<file path="src/rtl/uart_pkg.sv">
// Shared constants for the UART receive path: frame shape, rx and handshake state codes.
package uart_pkg;

  localparam int unsigned DATA_BITS = 8;
  localparam logic        IDLE_LVL  = 1'b1;

  localparam logic [1:0] S_IDLE  = 2'd0;
  localparam logic [1:0] S_START = 2'd1;
  localparam logic [1:0] S_DATA  = 2'd2;
  localparam logic [1:0] S_STOP  = 2'd3;

  localparam logic [1:0] H_IDLE  = 2'd0;
  localparam logic [1:0] H_REQ   = 2'd1;
  localparam logic [1:0] H_ACKLO = 2'd2;

  function automatic logic maj3(input logic a, input logic b, input logic c);
    return (a & b) | (a & c) | (b & c);
  endfunction

endpackage

</file>
<file path="src/rtl/uart_rx_sync.sv">
// Two-flop synchroniser for the async rx line plus falling-edge detect.
module uart_rx_sync
  import uart_pkg::*;
(
  input  logic clk,
  input  logic rst_n,
  input  logic rx,
  output logic rx_s,
  output logic fall
);

  logic rx_m_q, rx_s_q, rx_s_d_q;

  always_ff @(posedge clk or negedge rst_n) begin
    if (!rst_n) begin
      rx_m_q   <= IDLE_LVL;
      rx_s_q   <= IDLE_LVL;
      rx_s_d_q <= IDLE_LVL;
    end else begin
      rx_m_q   <= rx;
      rx_s_q   <= rx_m_q;
      rx_s_d_q <= rx_s_q;
    end
  end

  assign rx_s = rx_s_q;
  assign fall = rx_s_d_q & ~rx_s_q;

endmodule

</file>
<file path="src/rtl/uart_rx.sv">
// 8N1 receiver feeding a 4-phase cmd_req/cmd_ack handshake through a one-byte hold buffer.
// Define UART_RX_MAJORITY_EN for 2-of-3 majority sampling around every sample point.
module uart_rx
  import uart_pkg::*;
#(
  parameter int P_CLKS_PER_BIT = 100,
  parameter int P_CNT_W        = 16
) (
  input  logic       clk,
  input  logic       rst_n,
  input  logic       rx,
  output logic       cmd_req,
  output logic [7:0] cmd_data,
  input  logic       cmd_ack,
  output logic       frm_err,
  output logic       ovr_err
);

  localparam logic [P_CNT_W-1:0] CNT_ONE  = P_CNT_W'(1);
  localparam logic [P_CNT_W-1:0] HALF_T   = P_CNT_W'(P_CLKS_PER_BIT / 2 - 1);
  localparam logic [P_CNT_W-1:0] FULL_T   = P_CNT_W'(P_CLKS_PER_BIT - 1);
  localparam logic [2:0]         LAST_IDX = 3'(DATA_BITS - 1);

  logic               rx_s, fall;
  logic [1:0]         state_q, state_d, h_state_q, h_state_d;
  logic [P_CNT_W-1:0] cnt_q, cnt_d, tgt, cnt_rst;
  logic [2:0]         idx_q, idx_d;
  logic [7:0]         shreg_q, shreg_d, hold_q, hold_d, cmd_data_q, cmd_data_d;
  logic               hold_vld_q, hold_vld_d, cmd_req_q, cmd_req_d;
  logic               frm_err_q, frm_err_d, ovr_err_q, ovr_err_d;
  logic               smp_at, smp_bit, byte_done, drain;

  uart_rx_sync u_sync (.clk(clk), .rst_n(rst_n), .rx(rx), .rx_s(rx_s), .fall(fall));

  assign tgt = (state_q == S_START) ? HALF_T : FULL_T;

`ifdef UART_RX_MAJORITY_EN
  // Votes taken at tgt-1 and tgt; decision at tgt+1, so cnt restarts at 1 to keep the bit period.
  logic m0_q, m0_d, m1_q, m1_d;
  assign m0_d    = (cnt_q == tgt - CNT_ONE) ? rx_s : m0_q;
  assign m1_d    = (cnt_q == tgt) ? rx_s : m1_q;
  assign smp_at  = (cnt_q == tgt + CNT_ONE);
  assign smp_bit = maj3(m0_q, m1_q, rx_s);
  assign cnt_rst = CNT_ONE;

  always_ff @(posedge clk or negedge rst_n) begin
    if (!rst_n) begin
      m0_q <= IDLE_LVL;
      m1_q <= IDLE_LVL;
    end else begin
      m0_q <= m0_d;
      m1_q <= m1_d;
    end
  end
`else
  assign smp_at  = (cnt_q == tgt);
  assign smp_bit = rx_s;
  assign cnt_rst = '0;
`endif

  always_comb begin
    state_d   = state_q;
    cnt_d     = cnt_q + CNT_ONE;
    idx_d     = idx_q;
    shreg_d   = shreg_q;
    frm_err_d = 1'b0;
    byte_done = 1'b0;
    case (state_q)
      S_IDLE: begin
        cnt_d = '0;
        if (fall) state_d = S_START;
      end
      S_START: begin
        if (smp_at) begin
          if (!smp_bit) begin
            cnt_d   = cnt_rst;
            idx_d   = '0;
            state_d = S_DATA;
          end else begin
            state_d = S_IDLE;
          end
        end
      end
      S_DATA: begin
        if (smp_at) begin
          cnt_d          = cnt_rst;
          shreg_d[idx_q] = smp_bit;
          if (idx_q == LAST_IDX) state_d = S_STOP;
          else                   idx_d   = idx_q + 3'd1;
        end
      end
      S_STOP: begin
        if (smp_at) begin
          state_d   = S_IDLE;
          byte_done = smp_bit;
          frm_err_d = ~smp_bit;
        end
      end
      default: state_d = S_IDLE;
    endcase
  end

  // A byte may land in hold on the same cycle the handshake drains it.
  assign drain = (h_state_q == H_IDLE) && hold_vld_q;

  always_comb begin
    hold_d     = hold_q;
    hold_vld_d = hold_vld_q;
    ovr_err_d  = 1'b0;
    if (drain) hold_vld_d = 1'b0;
    if (byte_done) begin
      if (!hold_vld_q || drain) begin
        hold_d     = shreg_q;
        hold_vld_d = 1'b1;
      end else begin
        ovr_err_d  = 1'b1;
      end
    end
  end

  always_comb begin
    h_state_d  = h_state_q;
    cmd_req_d  = cmd_req_q;
    cmd_data_d = cmd_data_q;
    case (h_state_q)
      H_IDLE: begin
        if (hold_vld_q) begin
          cmd_data_d = hold_q;
          cmd_req_d  = 1'b1;
          h_state_d  = H_REQ;
        end
      end
      H_REQ: begin
        if (cmd_ack) begin
          cmd_req_d = 1'b0;
          h_state_d = H_ACKLO;
        end
      end
      H_ACKLO: begin
        if (!cmd_ack) h_state_d = H_IDLE;
      end
      default: h_state_d = H_IDLE;
    endcase
  end

  always_ff @(posedge clk or negedge rst_n) begin
    if (!rst_n) begin
      state_q    <= S_IDLE;
      cnt_q      <= '0;
      idx_q      <= '0;
      shreg_q    <= '0;
      frm_err_q  <= 1'b0;
      hold_q     <= '0;
      hold_vld_q <= 1'b0;
      ovr_err_q  <= 1'b0;
      h_state_q  <= H_IDLE;
      cmd_req_q  <= 1'b0;
      cmd_data_q <= '0;
    end else begin
      state_q    <= state_d;
      cnt_q      <= cnt_d;
      idx_q      <= idx_d;
      shreg_q    <= shreg_d;
      frm_err_q  <= frm_err_d;
      hold_q     <= hold_d;
      hold_vld_q <= hold_vld_d;
      ovr_err_q  <= ovr_err_d;
      h_state_q  <= h_state_d;
      cmd_req_q  <= cmd_req_d;
      cmd_data_q <= cmd_data_d;
    end
  end

  assign cmd_req  = cmd_req_q;
  assign cmd_data = cmd_data_q;
  assign frm_err  = frm_err_q;
  assign ovr_err  = ovr_err_q;

endmodule

</file>
<file path="config.mk">
export PLATFORM = sky130hd
export DESIGN_NAME = uart_rx
export DESIGN_NICKNAME = d
export VERILOG_FILES = /design/src/rtl/uart_pkg.sv /design/src/rtl/uart_rx_sync.sv /design/src/rtl/uart_rx.sv
export SDC_FILE = /design/constraint.sdc
export NUM_CORES = 1
export LEC_CHECK = 0
export ABC_AREA = 1
export ABC_CLOCK_PERIOD_IN_PS = 1500
export CAP_MARGIN = 25
export CORE_MARGIN = 8
export CORE_UTILIZATION = 45
export DETAILED_ROUTE_END_ITERATION = 16
export GPL_TIMING_DRIVEN = 0
export PLACE_DENSITY = 0.71
export SYNTH_ARGS = -nofsm -noshare
export SYNTH_HDL_FRONTEND = slang
export SYNTH_SLANG_ARGS = --single-unit
export TNS_END_PERCENT = 10
</file>
<file path="constraint.sdc">
create_clock -name clk -period 1.5 [get_ports clk]
set_input_delay 0.225 -clock clk [delete_from_list [all_inputs] [get_ports clk]]
set_output_delay 0.225 -clock clk [all_outputs]
set_load 0.01 [all_outputs]
</file>
==> summary.txt <==
STA
  • Final Hold Fails: 0
  • Final worst path period need: 1500 ps
  • Least-Margin Pin Slew: 498 ps
  • Final hold slack: 312 ps
  • Final WS setup: -1.59 ps
  • Layout Skew: 6.74 ps
  • Fin crit share: 100%
  • Fmax: 0.666 GHz
  • RSZ-0062 raised after global routing: true
  • Final setup viols: 2
  • Slew margin rel.: 66.8%
  • Pins Over Slew Limit: 0

Placement
  • Placed instance count: 417
  • Post-DP HPWL: 3.79 mm
  • Placer Congestion: 0.813
  • Port buffer count: 14

Floorplanning
  • Row count: 28
  • Vert. Die Dim: 93.6 microns
  • Die width: 93.6 microns
  • I/O pin total: 15
  • Initial Util: 46.1%
  • Core area: 5890 sq um
  • Die ar.: 8760 sq um

Worst setup path
  • CP Capture Type: flip-flop
  • Crit path max fanout: 6
  • Worst EP arrival: 1700 ps
  • R2R Setup Slk: -2 ps
  • Crit path launch type: flip-flop
  • R2R cell count: 9
  • CP required: 1700 ps
  • Crit path to: cnt_q[7]
  • Reg-to-Reg End: cnt_q[7]
  • Crit path kind: reg2reg

Clocking
  • Sink Count: 54
  • CTS tree: done
  • Root Buffer: clkbuf_8
  • H-tree levels: 2
  • Clock Latency Late Sink: 310 ps
  • CTS buffer count: 5
  • Clock transition at path regs: 100 ps
  • Max clock buf depth: 2

Routing
  • First-pass DRT Iterations: 4
  • DRT iter0 DRCs: 137
  • Vias: 2264
  • Final ANT Viol Nets: 0
  • Vias/cell: 5.18
  • Routed len/inst: 12.5 microns
  • # DRC: 0
  • Routed wire length: 5.46 mm

Worst hold path
  • Hold crit path type: in2reg
  • HP Start: rx

Cells and area
  • Post-Route Utilization: 56.0%
  • Ant diodes: 0
  • Multi-input logic area: 1290 sq um
  • Layout cell share with drive strength beyond 1: 23.8%
  • Area grow syn2layout: 21.5%
  • Reg area: 1360 sq um
  • Fill count: 522
  • Finished Layout Cells: 437
  • Nets: 368

Yosys
  • Top cell type by total area after synthesis: dfrtp_1
  • Top cell type's share of synthesized area: 47.1%
  • Syn nets: 334
  • Post-synth cell types: 33
  • Flops & latches, synth: 54
  • Post-Syn Area: 2710 sq um
  • Ranking of synthesized cells by area: dfrtp_1, nand2_1, nor2_1
  • Cells after Synth: 327
  • Mean post-synth cell area: 8.29 sq um
  • Ys Warns: 0
  • Sequential-to-total area share from yosys stat: 50.0%

Global routing
  • Global route overflow: 0
  • Vias in the first global route: 2012
  • Largest net degree at the start of global routing: 35
  • Initial antenna violation count: 0
  • First-pass GRT wire length: 9.27 mm
  • GRT Total Usage: 13.0%

Pwr
  • PD cells: 1100 nW/um^2
  • Leakage power: 1.60 nW
  • Maximum vdd ir drop: 0.000510 V

Run status
  • Failing checks: setup timing
  • Status: complete, but fails checks

Run
  • Max Cap Viol: 0
## cell type report
type	instances	share of cell area [%]
flip-flops and latches	54	41.4
repair buffers	27	7.86
multi-input cells	236	39.3
clock buffers	5	2.09
well taps	75	2.85
plain buffers	6	1.29
clock inverters	3	1.44
inverters	31	3.76
## where the power goes
group | internal (mW) | leakage [nW] | switching (mW)
sequential | 1.55 | 0.724 | 0.124
clock | 0.506 | 0.0587 | 0.487
combinational | 0.370 | 0.814 | 0.585
total | 2.43 | 1.60 | 1.20
## placed cells by master (no fill, tap or decap), drive strengths merged, types with 2 or more instances in the layout
| cell | instances |
|---|---|
| nor3 | 3 |
| a21oi | 4 |
| dfrtp | 51 |
| clkbuf | 8 |
| clkdlybuf4s50 | 13 |
| nand3 | 22 |
| clkinv | 2 |
| inv | 31 |
| nand2 | 94 |
| buf | 16 |
| o21ai | 9 |
| dfstp | 3 |
| ha | 3 |
| nor2 | 54 |
| xor2 | 8 |
| nand4 | 25 |
| mux2 | 8 |
## registers in the layout, summed over array words and instances, names as in the netlist, named ones only
register	count
cnt_q	16
ovr_err	1
u_sync.rx_m_q	1
frm_err	1
u_sync.rx_s	1
u_sync.rx_s_d_q	1
shreg_q	8
idx_q	3
cmd_data	8
cmd_req	1
hold_q	8
hold_vld_q	1
h_state_q	2
state_q	1
## how the worst min path moves through the flow
stage                                       to  slack [ps]  cells after the start
global placement                   u_sync.rx_s         350                      0
detailed placement                    cnt_q[4]         230                      1
global route                     u_sync.rx_m_q         320                      1
floorplan           asynchronous set/reset pin         -70                      0
finish                           u_sync.rx_m_q         310                      1
CTS                              u_sync.rx_m_q         300                      1
## critical path, cell delays in order (launching register included)
cell      delay, ps
dfrtp_1         410
inv_2           110
nand2_4         100
clkinv_4         80
nand3_2          80
nand2_4         130
nand2_4          80
a21oi_4         220
buf_6           160
nor2_1           40
## cell usage after synthesis
master	count
o21ai_0	9
nor2_1	50
and3_1	1
xnor2_1	1
nand4_1	24
nand2_2	2
clkinv_2	1
or2_2	1
inv_4	1
nand3b_1	1
a21oi_1	3
inv_2	2
ha_1	3
dfstp_2	3
a21oi_4	1
buf_6	2
inv_1	27
nor2_4	1
mux2_2	8
nor3_1	3
xor2_1	8
dfrtp_1	51
nand3_2	1
buf_1	1
clkbuf_1	2
nand2_1	90
nand4_2	1
nand2_4	2
nand3_1	21
nor2_2	2
nor2b_1	1
buf_2	2
nor4_1	1
## cells by family after synthesis
kind of cell    count (synthesis)  share of synthesized area (%)
buf+inv                        38                           6.05
mux                             8                           3.32
flops                          54                           50.0
xor+xnor                        9                           2.91
simple gates                  202                           33.5
compound gates                 13                           2.81
fa+ha+maj                       3                           1.38
## timing repair
action	CTS	global route
hold buffers	1	0
pin swaps	2	14
cloned	1	1
hold endpoints to repair	17	0
resized for setup	10	42
buffers inserted	5	5
setup endpoints to repair	31	39
## stage by stage
stage                     setup slack, ps  setup TNS, ps  instance area (sq um)  total power, mW
after floorplan                       117              0                   2710             2.21
after global placement              -1390         -74220                   2950             2.37
after detailed placement             -104          -1270                   2960             2.40
after CTS                           -11.7          -23.8                   3160             3.52
after global routing                 -114          -2280                   3290             3.86
final                               -1.59          -1.86                   3290             3.62
## routing by layer
layer,vias to the layer above,wire length [microns],GRT usage [%]
met5,-,0,0
met1,1066,2460,16.6
met4,0,127,5.81
met3,12,297,2.88
li1,1130,-,-
met2,56,2570,20.7
Note: power is estimated with default switching activity, not from simulation.
